[config.mk]
export PLATFORM = sky130hd
export DESIGN_NAME = rom_fetch_ctrl
export DESIGN_NICKNAME = d
export VERILOG_FILES = /design/src/rtl/cpu_pkg.sv /design/src/rtl/rom_fetch_ctrl.sv
export SDC_FILE = /design/constraint.sdc
export NUM_CORES = 1
export LEC_CHECK = 0
export ABC_AREA = 1
export CORE_ASPECT_RATIO = 1.2
export CORE_MARGIN = 2
export CORE_UTILIZATION = 47
export DETAILED_ROUTE_END_ITERATION = 6
export GPL_ROUTABILITY_DRIVEN = 0
export MAX_ROUTING_LAYER = met4
export PLACE_DENSITY = 0.81
export RECOVER_POWER = 50
export SLEW_MARGIN = 20
export SYNTH_ARGS = -nofsm -noshare
export SYNTH_HDL_FRONTEND = slang
export SYNTH_SLANG_ARGS = --single-unit
[constraint.sdc]
create_clock -name clk -period 1.7 [get_ports clk]
set_input_delay 0.255 -clock clk [delete_from_list [all_inputs] [get_ports clk]]
set_output_delay 0.255 -clock clk [all_outputs]
set_load 0.01 [all_outputs]
[src/rtl/cpu_pkg.sv]
// Shared CPU definitions: fetch sequencer state encoding, PC step and
// the default reset vector / halt sentinel.
package cpu_pkg;

   typedef enum logic [1:0] {
      FS_BOOT = 2'd0,
      FS_RUN  = 2'd1,
      FS_HALT = 2'd2
   } fetch_state_t;

   localparam logic [31:0] PC_STEP           = 32'd4;
   localparam logic [31:0] DEFAULT_RESET_PC  = 32'h0000_0000;
   localparam logic [31:0] DEFAULT_HALT_INST = 32'hFFFF_FFFF;

   // Byte address to ROM word address.
   function automatic logic [31:0] word_addr(input logic [31:0] byte_addr);
      return {2'b00, byte_addr[31:2]};
   endfunction

endpackage

[src/rtl/rom_fetch_ctrl.sv]
// Instruction-fetch sequencer: owns the PC, addresses the combinational ROM
// and registers each instruction into a one-entry valid/ready stage.
module rom_fetch_ctrl
   import cpu_pkg::*;
#(
   parameter logic [31:0] RESET_PC  = DEFAULT_RESET_PC,
   parameter logic [31:0] HALT_INST = DEFAULT_HALT_INST
) (
   input  logic        clk,
   input  logic        rst_n,
   output logic [31:0] rom_addr,
   input  logic [31:0] rom_inst,
   input  logic        redirect_valid,
   input  logic [31:0] redirect_pc,
   input  logic        halt_req,
   input  logic        resume,
   output logic        if_valid,
   input  logic        if_ready,
   output logic [31:0] if_inst,
   output logic [31:0] if_pc,
   output logic        halted,
   output logic [31:0] fetch_count
);

   fetch_state_t state_reg;
   logic [31:0]  pc_reg;
   logic         valid_reg;
   logic [31:0]  inst_reg;
   logic [31:0]  ipc_reg;
   logic [31:0]  count_reg;

   logic         consume;
   logic         capture;

   assign consume = valid_reg && if_ready;
   assign capture = (state_reg == FS_RUN) && (!valid_reg || if_ready) &&
                    !redirect_valid && !halt_req;

   always_ff @(posedge clk) begin
      if (!rst_n) begin
         state_reg <= FS_BOOT;
         pc_reg    <= RESET_PC;
         valid_reg <= 1'b0;
         inst_reg  <= 32'd0;
         ipc_reg   <= 32'd0;
         count_reg <= 32'd0;
      end else begin
         // The handshake counts even when a redirect flushes the stage.
         if (consume)
            count_reg <= count_reg + 32'd1;

         if (redirect_valid) begin
            pc_reg    <= {redirect_pc[31:2], 2'b00};
            valid_reg <= 1'b0;
         end else begin
            case (state_reg)
               FS_BOOT: begin
                  state_reg <= FS_RUN;
               end
               FS_RUN: begin
                  if (capture) begin
                     inst_reg  <= rom_inst;
                     ipc_reg   <= pc_reg;
                     valid_reg <= 1'b1;
                     pc_reg    <= pc_reg + PC_STEP;
                     if (rom_inst == HALT_INST)
                        state_reg <= FS_HALT;
                  end else begin
                     if (consume)
                        valid_reg <= 1'b0;
                     if (halt_req)
                        state_reg <= FS_HALT;
                  end
               end
               FS_HALT: begin
                  if (consume)
                     valid_reg <= 1'b0;
                  if (resume && !halt_req)
                     state_reg <= FS_RUN;
               end
               default: begin
                  state_reg <= FS_BOOT;
                  valid_reg <= 1'b0;
               end
            endcase
         end
      end
   end

   assign rom_addr    = word_addr(pc_reg);
   assign if_valid    = valid_reg;
   assign if_inst     = inst_reg;
   assign if_pc       = ipc_reg;
   assign fetch_count = count_reg;
   assign halted      = (state_reg == FS_HALT);

endmodule

# --- After elaboration in Yosys (flattened, before gate mapping) ---
# Cells that the tools add are included.
# W data, S select, Z words.
classes:
  muxes: 11
  add_sub_neg: 2
  bitwise: 2
  reduce_logical: 17
  n_eq_ne: 6
op_table:
  columns: ["operator", "n"]
  rows:
  - ["$mux W32", 3]
  - ["$add A32 B1 Y32 const B", 1]
  - ["$add A32 B3 Y32 const B", 1]
  - ["$eq A32 B32 Y1 const B", 1]
  - ["$mux W2", 4]
  - ["$pmux W2 S3", 1]
  - ["$logic_and A1 B1 Y1", 5]
  - ["$reduce_and A2 Y1", 2]
  - ["$reduce_and A4 Y1", 1]
  - ["$reduce_bool A2 Y1", 2]
  - ["$logic_not A1 Y1", 3]
  - ["$ne A3 B2 Y1 const B", 1]
  - ["$ne A3 B3 Y1 const B", 1]
  - ["$pmux W1 S3", 1]
  - ["$reduce_and A3 Y1", 1]
  - ["$eq A2 B1 Y1 const B", 1]
  - ["$eq A2 B2 Y1 const B", 1]
  - ["$logic_not A2 Y1", 1]
  - ["$mux W1", 2]
  - ["$ne A2 B1 Y1 const B", 1]
  - ["$not A1 Y1", 2]
  - ["$reduce_or A2 Y1", 1]
  - ["$logic_or A1 B1 Y1", 1]
word_totals:
  out_inout_bits: 130
  regBits: 131

# --- Logic depth before layout (Yosys ltp) ---
# Gate-level depths: netlist (run 1).
depth:
  ltp_word: 8
  depth_mapped: 12
  mapped_depth_nobuf: 11

# --- Worst setup path after synthesis (run 1) ---
# OpenSTA, ideal clock, no wires.
synth_timing:
  path_kind: "reg-to-reg"
  start: "reg pc_reg[2]"
  end: "reg pc_reg[28]"
  setup_ns: 0.132
  required_ns: 1.568
  path_stages_with_launch: 11
  t_arrival_ns: 1.398
  synth_period_minus_slack_ns: 1.530
  setup_slack_ns: 0.170
  path_cell_list: "dfxtp_1 -> ha_1 -> nand2_1 -> nor2_2 -> nand2_2 -> nor2_2 -> nand2_1 -> nand2_1 -> nand3_1 -> nand2_1 -> a21oi_1"
synth_between:
  elab_chain_len: 4
synth_rtl:
  columns: ["element", "line_no", "source"]
  rows:
  - ["start: declaration", "rom_fetch_ctrl.sv:26", "logic [31:0] pc_reg;"]
  - ["start signal: assignment", "rom_fetch_ctrl.sv:53", "pc_reg <= {redirect_pc[31:2], 2'b00};"]
  - ["start signal: assignment", "rom_fetch_ctrl.sv:65", "pc_reg <= pc_reg + PC_STEP;"]
  - ["$add A32 B3 Y32", "rom_fetch_ctrl.sv:65", null]
  - ["$mux W32", "rom_fetch_ctrl.sv:61", "if (capture) begin"]
  - ["$mux W32", "rom_fetch_ctrl.sv:56", "case (state_reg)"]
  - ["$mux W32", "rom_fetch_ctrl.sv:52", "if (redirect_valid) begin"]
# No other way between the ends. The select of a mux whose other input is x is not followed.
# A chain may end at the register's enable or synchronous reset.

# --- Final worst setup path (run 1) ---
layout_timing:
  start: "reg state_reg[0]"
  end: "out halted"
layout_between:
  elab_chain_len: 1
layout_rtl:
  columns: ["element", "line_no", "source"]
  rows:
  - ["start: declaration", "rom_fetch_ctrl.sv:25", "fetch_state_t state_reg;"]
  - ["start signal: assignment", "rom_fetch_ctrl.sv:41", "state_reg <= FS_BOOT;"]
  - ["start signal: assignment", "rom_fetch_ctrl.sv:58", "state_reg <= FS_RUN;"]
  - ["start signal: assignment", "rom_fetch_ctrl.sv:67", "state_reg <= FS_HALT;"]
  - ["$eq A2 B2 Y1", "rom_fetch_ctrl.sv:95", "assign halted = (state_reg == FS_HALT);"]
  - ["end: declaration", "rom_fetch_ctrl.sv:21", "output logic halted,"]
# No other way between the ends.

==> results of run 1 <==
[cell type report]
class	instances	share of cell area
clock inverters	12	0.0195
well taps	168	0.0222
repair buffers	247	0.251
multi-input cells	729	0.362
inverters	67	0.0273
flip-flops and latches	127	0.271
clock buffers	20	0.0481
[cell families (layout without fill, tap and decap cells)]
family,Yosys count,in the layout
AOI/OAI and AO/OA,146,146
xor gates and xnor gates,8,8
adders and majority gates,5,5
buffers and inverters,108,346
DFF,127,127
other,1,4
and+or+nand+nor,566,566
[per-layer routing]
layer  vias up  global-route usage
met5         -                   -
met4         0               0.116
met3        62              0.0546
met2       258               0.466
met1      3246               0.332
li1       3537                   -
[cell usage in the layout (no fill, tap or decap), types with 5 or more instances in the layout]
| cell | Yosys | final |
|---|---|---|
| sky130_fd_sc_hd__clkdlybuf4s25_1 | 0 | 6 |
| sky130_fd_sc_hd__clkbuf_1 | 19 | 8 |
| sky130_fd_sc_hd__nor2_2 | 7 | 8 |
| sky130_fd_sc_hd__clkdlybuf4s50_1 | 0 | 174 |
| sky130_fd_sc_hd__nand2_2 | 3 | 5 |
| sky130_fd_sc_hd__clkinvlp_4 | 0 | 5 |
| sky130_fd_sc_hd__nand3b_1 | 5 | 5 |
| sky130_fd_sc_hd__o21ai_0 | 29 | 27 |
| sky130_fd_sc_hd__buf_12 | 0 | 7 |
| sky130_fd_sc_hd__dfxtp_2 | 0 | 19 |
| sky130_fd_sc_hd__o21a_1 | 5 | 5 |
| sky130_fd_sc_hd__dlygate4sd2_1 | 0 | 7 |
| sky130_fd_sc_hd__clkbuf_16 | 0 | 17 |
| sky130_fd_sc_hd__nand3_1 | 52 | 52 |
| sky130_fd_sc_hd__a21oi_1 | 94 | 94 |
| sky130_fd_sc_hd__nor2_1 | 141 | 138 |
| sky130_fd_sc_hd__buf_4 | 5 | 39 |
| sky130_fd_sc_hd__xor2_1 | 6 | 6 |
| sky130_fd_sc_hd__nor3_1 | 12 | 11 |
| sky130_fd_sc_hd__nor2_4 | 7 | 9 |
| sky130_fd_sc_hd__inv_2 | 5 | 5 |
| sky130_fd_sc_hd__inv_1 | 60 | 59 |
| sky130_fd_sc_hd__nand2_1 | 317 | 315 |
| sky130_fd_sc_hd__nand4_1 | 5 | 5 |
| sky130_fd_sc_hd__dfxtp_1 | 127 | 108 |
[worst min-delay path: cells and delay by family]
kind | cells | cell delay (ns)
buffers and inverters | 1 | 0.41
and+or+nand+nor | 1 | 0.07
AOI/OAI and AO/OA | 1 | 0.06
[where the power goes]
part           internal [mW]  leakage [nW]  total [mW]  switching [mW]
clock                   2.54         0.299        3.92            1.38
combinational          0.493          2.23       0.982           0.489
sequential              3.08          1.04        3.18          0.0945
[per-stage QoR]
step           hold WS, ns  setup TNS [ns]
6_report             0.414               0
5_1_grt              0.437         -0.0343
4_1_cts              0.402               0
3_5_place_dp         0.454           -9.82
3_3_place_gp         0.447           -7.34
2_1_floorplan        0.399               0
[what timing repair did]
action / 4_1_cts / 5_1_grt
setup endpoints to repair: 12 / 78
pin swaps: 0 / 2
cloned: 0 / 1
gates resized for setup: 14 / 39
[worst paths after layout]
| path | from | cells after the start | slack, ns | end |
|---|---|---|---|---|
| worst min register to register | if_inst[2] | 2 | 0.46 | if_inst[2] |
| worst min-delay path | redirect_pc[8] | 3 | 0.41 | pc_reg[8] |
| worst max-delay path | state_reg[0] | 3 | 0.02 | halted |
| worst max register to register | state_reg[1] | 9 | 0.09 | if_inst[18] |
==> impl_metrics.sql, run 1 <==
INSERT INTO impl_metrics (metric_group, metric, value, unit) VALUES
('outcome', 'outcome', 'complete, no violations', ''),
('critical_path', 'cp_data_arrival_time', '1.42', 'ns'),
('layout', 'area.sequential', '2570', 'um2'),
('critical_path', 'critical_path.cell_chain', 'inv_1 > ha_1 > dlygate4sd2_1', ''),
('route', 'detailroute.wirelength.met2', '10.0', 'mm'),
('route', 'met1_length', '8.04', 'mm'),
('grt', 'antenna_found_initial', '0', ''),
('clocking', 'hold_buffers', '0', ''),
('critical_path', 'worst_path_top_cell_family_by_delay', 'buffers and inverters', ''),
('synth', 'synth_enable_flop_cells', '0', ''),
('synth', 'post_synth_xor_area_fraction', '0.0110', ''),
('timing', 'setup-violations-final', '0', ''),
('floorplan', 'ioPinCount', '200', ''),
('place', 'dp_hpwl', '14.3', 'mm'),
('critical_path', 'worst-path-buf-inv', '2', ''),
('floorplan', 'die_h', '132', 'um'),
('place', 'detailed_place.area', '8830', 'um2'),
('route', 'drt_wl_total', '19.9', 'mm'),
('hold_path', 'worst_hold_path_type', 'input pin to register', ''),
('timing', 'fmax', '596', 'MHz'),
('critical_path', 'crit_fanout', '4', ''),
('floorplan', 'floorplan.initialDensity', '0.482', ''),
('synth', 'synth_top_area_frac', '0.398', ''),
('floorplan', 'area_of_the_core', '13200', 'um2'),
('clocking', 'cts_sinks', '127', ''),
('synth', 'synthesis.area_per_instance', '6.64', 'um2'),
('synth', 'compound_cell_area_share_of_the_yosys_netlist', '0.123', ''),
('critical_path', 'timing.critical_path.to_type', 'output port', ''),
('layout', 'finish.cell_count_without_fillers', '1370', ''),
('synth', 'mappedNetlistArea', '6380', 'um2'),
('layout', 'final_cell_area', '9490', 'um2'),
('critical_path', 'worst_path_largest_cell_delay', '0.37', 'ns'),
('grt', 'groute.usage.overall', '0.283', ''),
('synth', 'synth_seq_cells', '127', ''),
('critical_path', 'critPathLaunchType', 'register', ''),
('layout', 'fin_nets', '1264', ''),
('clocking', 'tritoncts.num_buffers', '17', ''),
('job', 'cap_violations', '0', ''),
('route', 'met3RoutedLength', '1.14', 'mm'),
('floorplan', 'floorplan.die_area', '14500', 'um2'),
('power', 'vdd_ir_drop_max', '0.000642', 'V'),
('layout', 'multi_input_gate_area', '3430', 'um2'),
('route', 'avgRoutedWirePerCell', '14.6', 'um'),
('critical_path', 'cp_data_required_time', '1.44', 'ns'),
('grt', 'total_gr_overflow', '0', ''),
('clocking', 'clk_latency', '0.42', 'ns'),
('layout', 'n_antenna_cell', '0', ''),
('route', 'top_layer', 'met4', ''),
('route', 'drt_first_iter_violations', '525', ''),
('route', 'drt.antenna.violating_nets', '0', ''),
('grt', 'wire_length_of_the_first_global_routing_pass', '31.8', 'mm'),
('route', 'avg_vias_per_cell', '5.18', ''),
('timing', 'postLayoutSetupSlackWorst', '0.0224', 'ns'),
('timing', 'rsz_0062_raised_after_global_routing', 'yes', ''),
('clocking', 'cts_tree', 'done', ''),
('clocking', 'cts_post_setup_buffers_inserted', '0', ''),
('power', 'power_density', '852', 'nW/um2'),
('layout', 'fillerInstances', '1080', ''),
('synth', 'post_synth_main_area_contributors', 'sky130_fd_sc_hd__dfxtp_1, sky130_fd_sc_hd__nand2_1, sky130_fd_sc_hd__nor2_1', ''),
('layout', 'utilization', '0.717', ''),
('synth', 'mux_cell_area_share_after_synthesis', '0', ''),
('place', 'place_worst_setup_slack', '-0.177', 'ns'),
('clocking', 'cts_htree_levels', '4', ''),
('route', 'detailedRoute.firstPassIterationCount', '6', ''),
('synth', 'synth_most_common_cell', 'sky130_fd_sc_hd__nand2_1', ''),
('synth', 'adder_and_majority_gate_portion_of_the_synthesized_area', '0.00980', ''),
('timing', 'period_share', '0.987', ''),
('synth', 'yosys_most_used_dff', 'sky130_fd_sc_hd__dfxtp_1', ''),
('timing', 'timing.final.hold_violations', '0', ''),
('grt', 'number_of_global_route_vias_before_repair', '6688', ''),
('timing', 'finalCriticalPeriod', '1.68', 'ns');
Note: power is estimated with default switching activity, not from simulation.
==> run 2: changes to the inputs <==
--- a/config.mk
+++ b/config.mk
@@ -9,6 +9,7 @@
 export CORE_ASPECT_RATIO = 1.2
 export CORE_MARGIN = 2
 export CORE_UTILIZATION = 47
+export CTS_CLUSTER_SIZE = 24
 export DETAILED_ROUTE_END_ITERATION = 6
 export GPL_ROUTABILITY_DRIVEN = 0
 export MAX_ROUTING_LAYER = met4
==> results of run 2 <==
Final layout, timing and power as in run 1 (identical DEF).
==> run 3: changes to the inputs <==
--- a/config.mk
+++ b/config.mk
@@ -15,6 +15,7 @@
 export MAX_ROUTING_LAYER = met4
 export PLACE_DENSITY = 0.81
 export RECOVER_POWER = 50
+export REMOVE_ABC_BUFFERS = 1
 export SLEW_MARGIN = 20
 export SYNTH_ARGS = -nofsm -noshare
 export SYNTH_HDL_FRONTEND = slang
==> run 3 against run 2 <==
  * First-iteration DRC count rose by 2.7%
  * Sequential power barely moved
  * Final area rose by 1.9%
  * Critical endpoint is now if_valid
  * Clock power fell by 4%
  * Clock skew barely moved
  * Total power fell by 1.2%
  * Via count rose by 0.52%
  * Count of clock-buffer cells in the layout rose by 3
  * Combinational power rose by 5%
==> impl_metrics.sql, run 3 (synthesized netlist as in run 1, its figures left out) <==
INSERT INTO impl_metrics (metric_group, metric, value, unit) VALUES
('power', 'static_power_due_to_leakage', '3.72', 'nW'),
('place', 'buffer_ports.inserted', '193', ''),
('timing', 'setup-violations-final', '0', ''),
('critical_path', 'worst-path-buf-inv', '1', ''),
('route', 'detailedRoute.firstPassIterationCount', '6', ''),
('layout', 'final_cell_area', '9660', 'um2'),
('floorplan', 'floorplan.initialDensity', '0.482', ''),
('floorplan', 'area_of_the_core', '13200', 'um2'),
('timing', 'period_share', '0.974', ''),
('clocking', 'cts_tree', 'done', ''),
('floorplan', 'ioPinCount', '200', ''),
('timing', 'worst_pin_slew', '0.502', 'ns'),
('route', 'drt.antenna.violating_nets', '0', ''),
('power', 'switching_fraction', '0.233', ''),
('timing', 'finalCriticalPeriod', '1.66', 'ns'),
('critical_path', 'critPathSlowestCell', 'sky130_fd_sc_hd__clkdlybuf4s50_1', ''),
('power', 'clock_power_share', '0.473', ''),
('grt', 'antenna_found_initial', '0', ''),
('power', 'vdd_ir_drop_max', '0.000543', 'V'),
('clocking', 'tritoncts.num_buffers', '17', ''),
('job', 'cap_violations', '0', ''),
('layout', 'mostFrequentLayoutCell', 'sky130_fd_sc_hd__nand2_1', ''),
('power', 'finalPower', '7.99', 'mW'),
('critical_path', 'cp_data_required_time', '1.44', 'ns'),
('timing', 'rsz_0062_raised_after_global_routing', 'yes', ''),
('layout', 'area_growth_syn_to_layout', '51.4', '%'),
('timing', 'slew-limit-headroom', '0.662', ''),
('timing', 'timing.final.hold_violations', '0', ''),
('grt', 'wire_length_of_the_first_global_routing_pass', '32.0', 'mm'),
('timing', 'fmax', '604', 'MHz'),
('grt', 'pin_count_of_the_biggest_net_entering_global_routing', '40', ''),
('critical_path', 'worst_path_largest_cell_delay', '0.57', 'ns'),
('route', 'via_count', '7140', ''),
('timing', 'final.setup_skew', '0.0104', 'ns'),
('grt', 'total_gr_overflow', '0', ''),
('timing', 'maxSlewViolCount', '0', ''),
('route', 'drt_wl_total', '20.1', 'mm'),
('route', 'remaining_drc_errors', '0', ''),
('place', 'dp_hpwl', '14.6', 'mm'),
('clocking', 'cts_sinks', '127', ''),
('route', 'avg_vias_per_cell', '5.17', ''),
('grt', 'number_of_global_route_vias_before_repair', '6794', ''),
('critical_path', 'slack_of_the_worst_reg_to_reg_path', '0.07', 'ns'),
('floorplan', 'die_h', '132', 'um'),
('power', 'share_comb_of_total_power', '0.129', ''),
('critical_path', 'cp_data_arrival_time', '1.40', 'ns'),
('power', 'power_density', '827', 'nW/um2'),
('clocking', 'clock_tree.root_cell', 'sky130_fd_sc_hd__clkbuf_16', ''),
('route', 'avgRoutedWirePerCell', '14.5', 'um'),
('clocking', 'cts.clk_slew.worst_paths', '0.05', 'ns'),
('floorplan', 'floorplan.die_area', '14500', 'um2'),
('grt', 'groute.usage.overall', '0.283', ''),
('place', 'detailed_place.area', '8940', 'um2'),
('critical_path', 'timing.critical_path.to_type', 'output port', ''),
('floorplan', 'die-width', '110', 'um'),
('hold_path', 'worst_hold_path_type', 'input pin to register', ''),
('clocking', 'clk_latency', '0.41', 'ns'),
('outcome', 'outcome', 'complete, no violations', ''),
('layout', 'final_layout_size_suffix_gt1_frac', '0.131', ''),
('layout', 'fin_nets', '1277', ''),
('clocking', 'cts-root-to-sink-buffers', '2', ''),
('clocking', 'cts_htree_levels', '4', ''),
('layout', 'n_antenna_cell', '0', ''),
('power', 'p_int', '6.13', 'mW'),
('route', 'drt_first_iter_violations', '539', ''),
('power', 'p_sw', '1.86', 'mW'),
('critical_path', 'critPathLaunchType', 'register', ''),
('critical_path', 'worst_path_top_cell_family_by_delay', 'buffers and inverters', ''),
('critical_path', 'crit_fanout', '3', ''),
('power', 'power_frac_seq', '0.398', ''),
('critical_path', 'path_class', 'register to output port', ''),
('floorplan', 'rows', '46', ''),
('critical_path', 'critical_path.cell_chain', 'clkdlybuf4s50_1', ''),
('layout', 'layout.cells.most_common_list', 'sky130_fd_sc_hd__nand2_1, sky130_fd_sc_hd__clkdlybuf4s50_1, sky130_fd_sc_hd__nor2_1, sky130_fd_sc_hd__dfxtp_1, sky130_fd_sc_hd__a21oi_1', '');
==> run 3: cell types whose count changed in the layout (fill, tap and decap cells not counted), sizes merged <==
cell	previous run	this run
bufinv	4	3
clkbuf	31	27
clkdlybuf4s25	6	9
buf	47	64
inv	65	66
dlymetal6s2s	0	1
clkinvlp	5	0
clkinv	5	4
dlygate4sd2	7	10
clkdlybuf4s50	174	170
==> run 3: final timing paths <==
check                                     from               to  cells past startpoint
worst max register to register  fetch_count[0]  fetch_count[10]                      6
worst min register to register      if_inst[7]       if_inst[7]                      2
worst max-delay path                  if_valid         if_valid                      1
worst min-delay path              rom_inst[29]      if_inst[29]                      3
==> run 3: tightest hold or removal path: stages <==
cell and delay [ns]:
sky130_fd_sc_hd__clkdlybuf4s50_1 0.41, sky130_fd_sc_hd__nand2_1 0.07, sky130_fd_sc_hd__a21oi_1 0.05
==> run 3: metal layers <==
metal  up-vias  share of wire  GRT usage
met4         0          0.030      0.106
met3        59          0.071     0.0556
met2       275           0.50      0.474
met1      3251           0.40      0.330
li1       3555              -          -
met5         -              0          -
==> run 3: area by class of cell <==
cell class	count	area, um2
fill	1064	3570
multi-input combinational	729	3460
sequential	127	2560
timing repair buffer	260	2560
clock buffer	23	508
inverter	67	255
tap	168	210
clock inverter	6	105
==> run 3: power groups by stage <==
| stage | Sequential (mW) | Clock, mW | Combinational (mW) |
|---|---|---|---|
| floorplan | 3.27 | 0 | 0.332 |
| global placement | 3.23 | 0 | 1.01 |
| detailed placement | 3.23 | 0 | 1.01 |
| CTS | 3.17 | 3.82 | 1.03 |
| global route | 3.19 | 3.97 | 1.13 |
| finish | 3.18 | 3.78 | 1.03 |
==> run 3: repair_timing <==
action                     CTS  global route
pin swaps                    1             5
hold buffers                 0             0
resized for setup           21            41
setup buffers                2             2
setup endpoints to repair   21           114
==> run 3: per-stage QoR <==
stage               utilization   TNS, ns  instances  hold slack [ns]  setup WS [ns]
floorplan                     -   -104.28        923            0.353          -1.56
CTS                       0.724  -0.00977       1378            0.411       -0.00977
finish                    0.730         0       1380            0.424         0.0448
global route              0.730    -0.113       1380            0.417        -0.0497
global placement          0.675     -10.0       1347            0.449         -0.209
detailed placement        0.675    -12.98       1347            0.453         -0.200
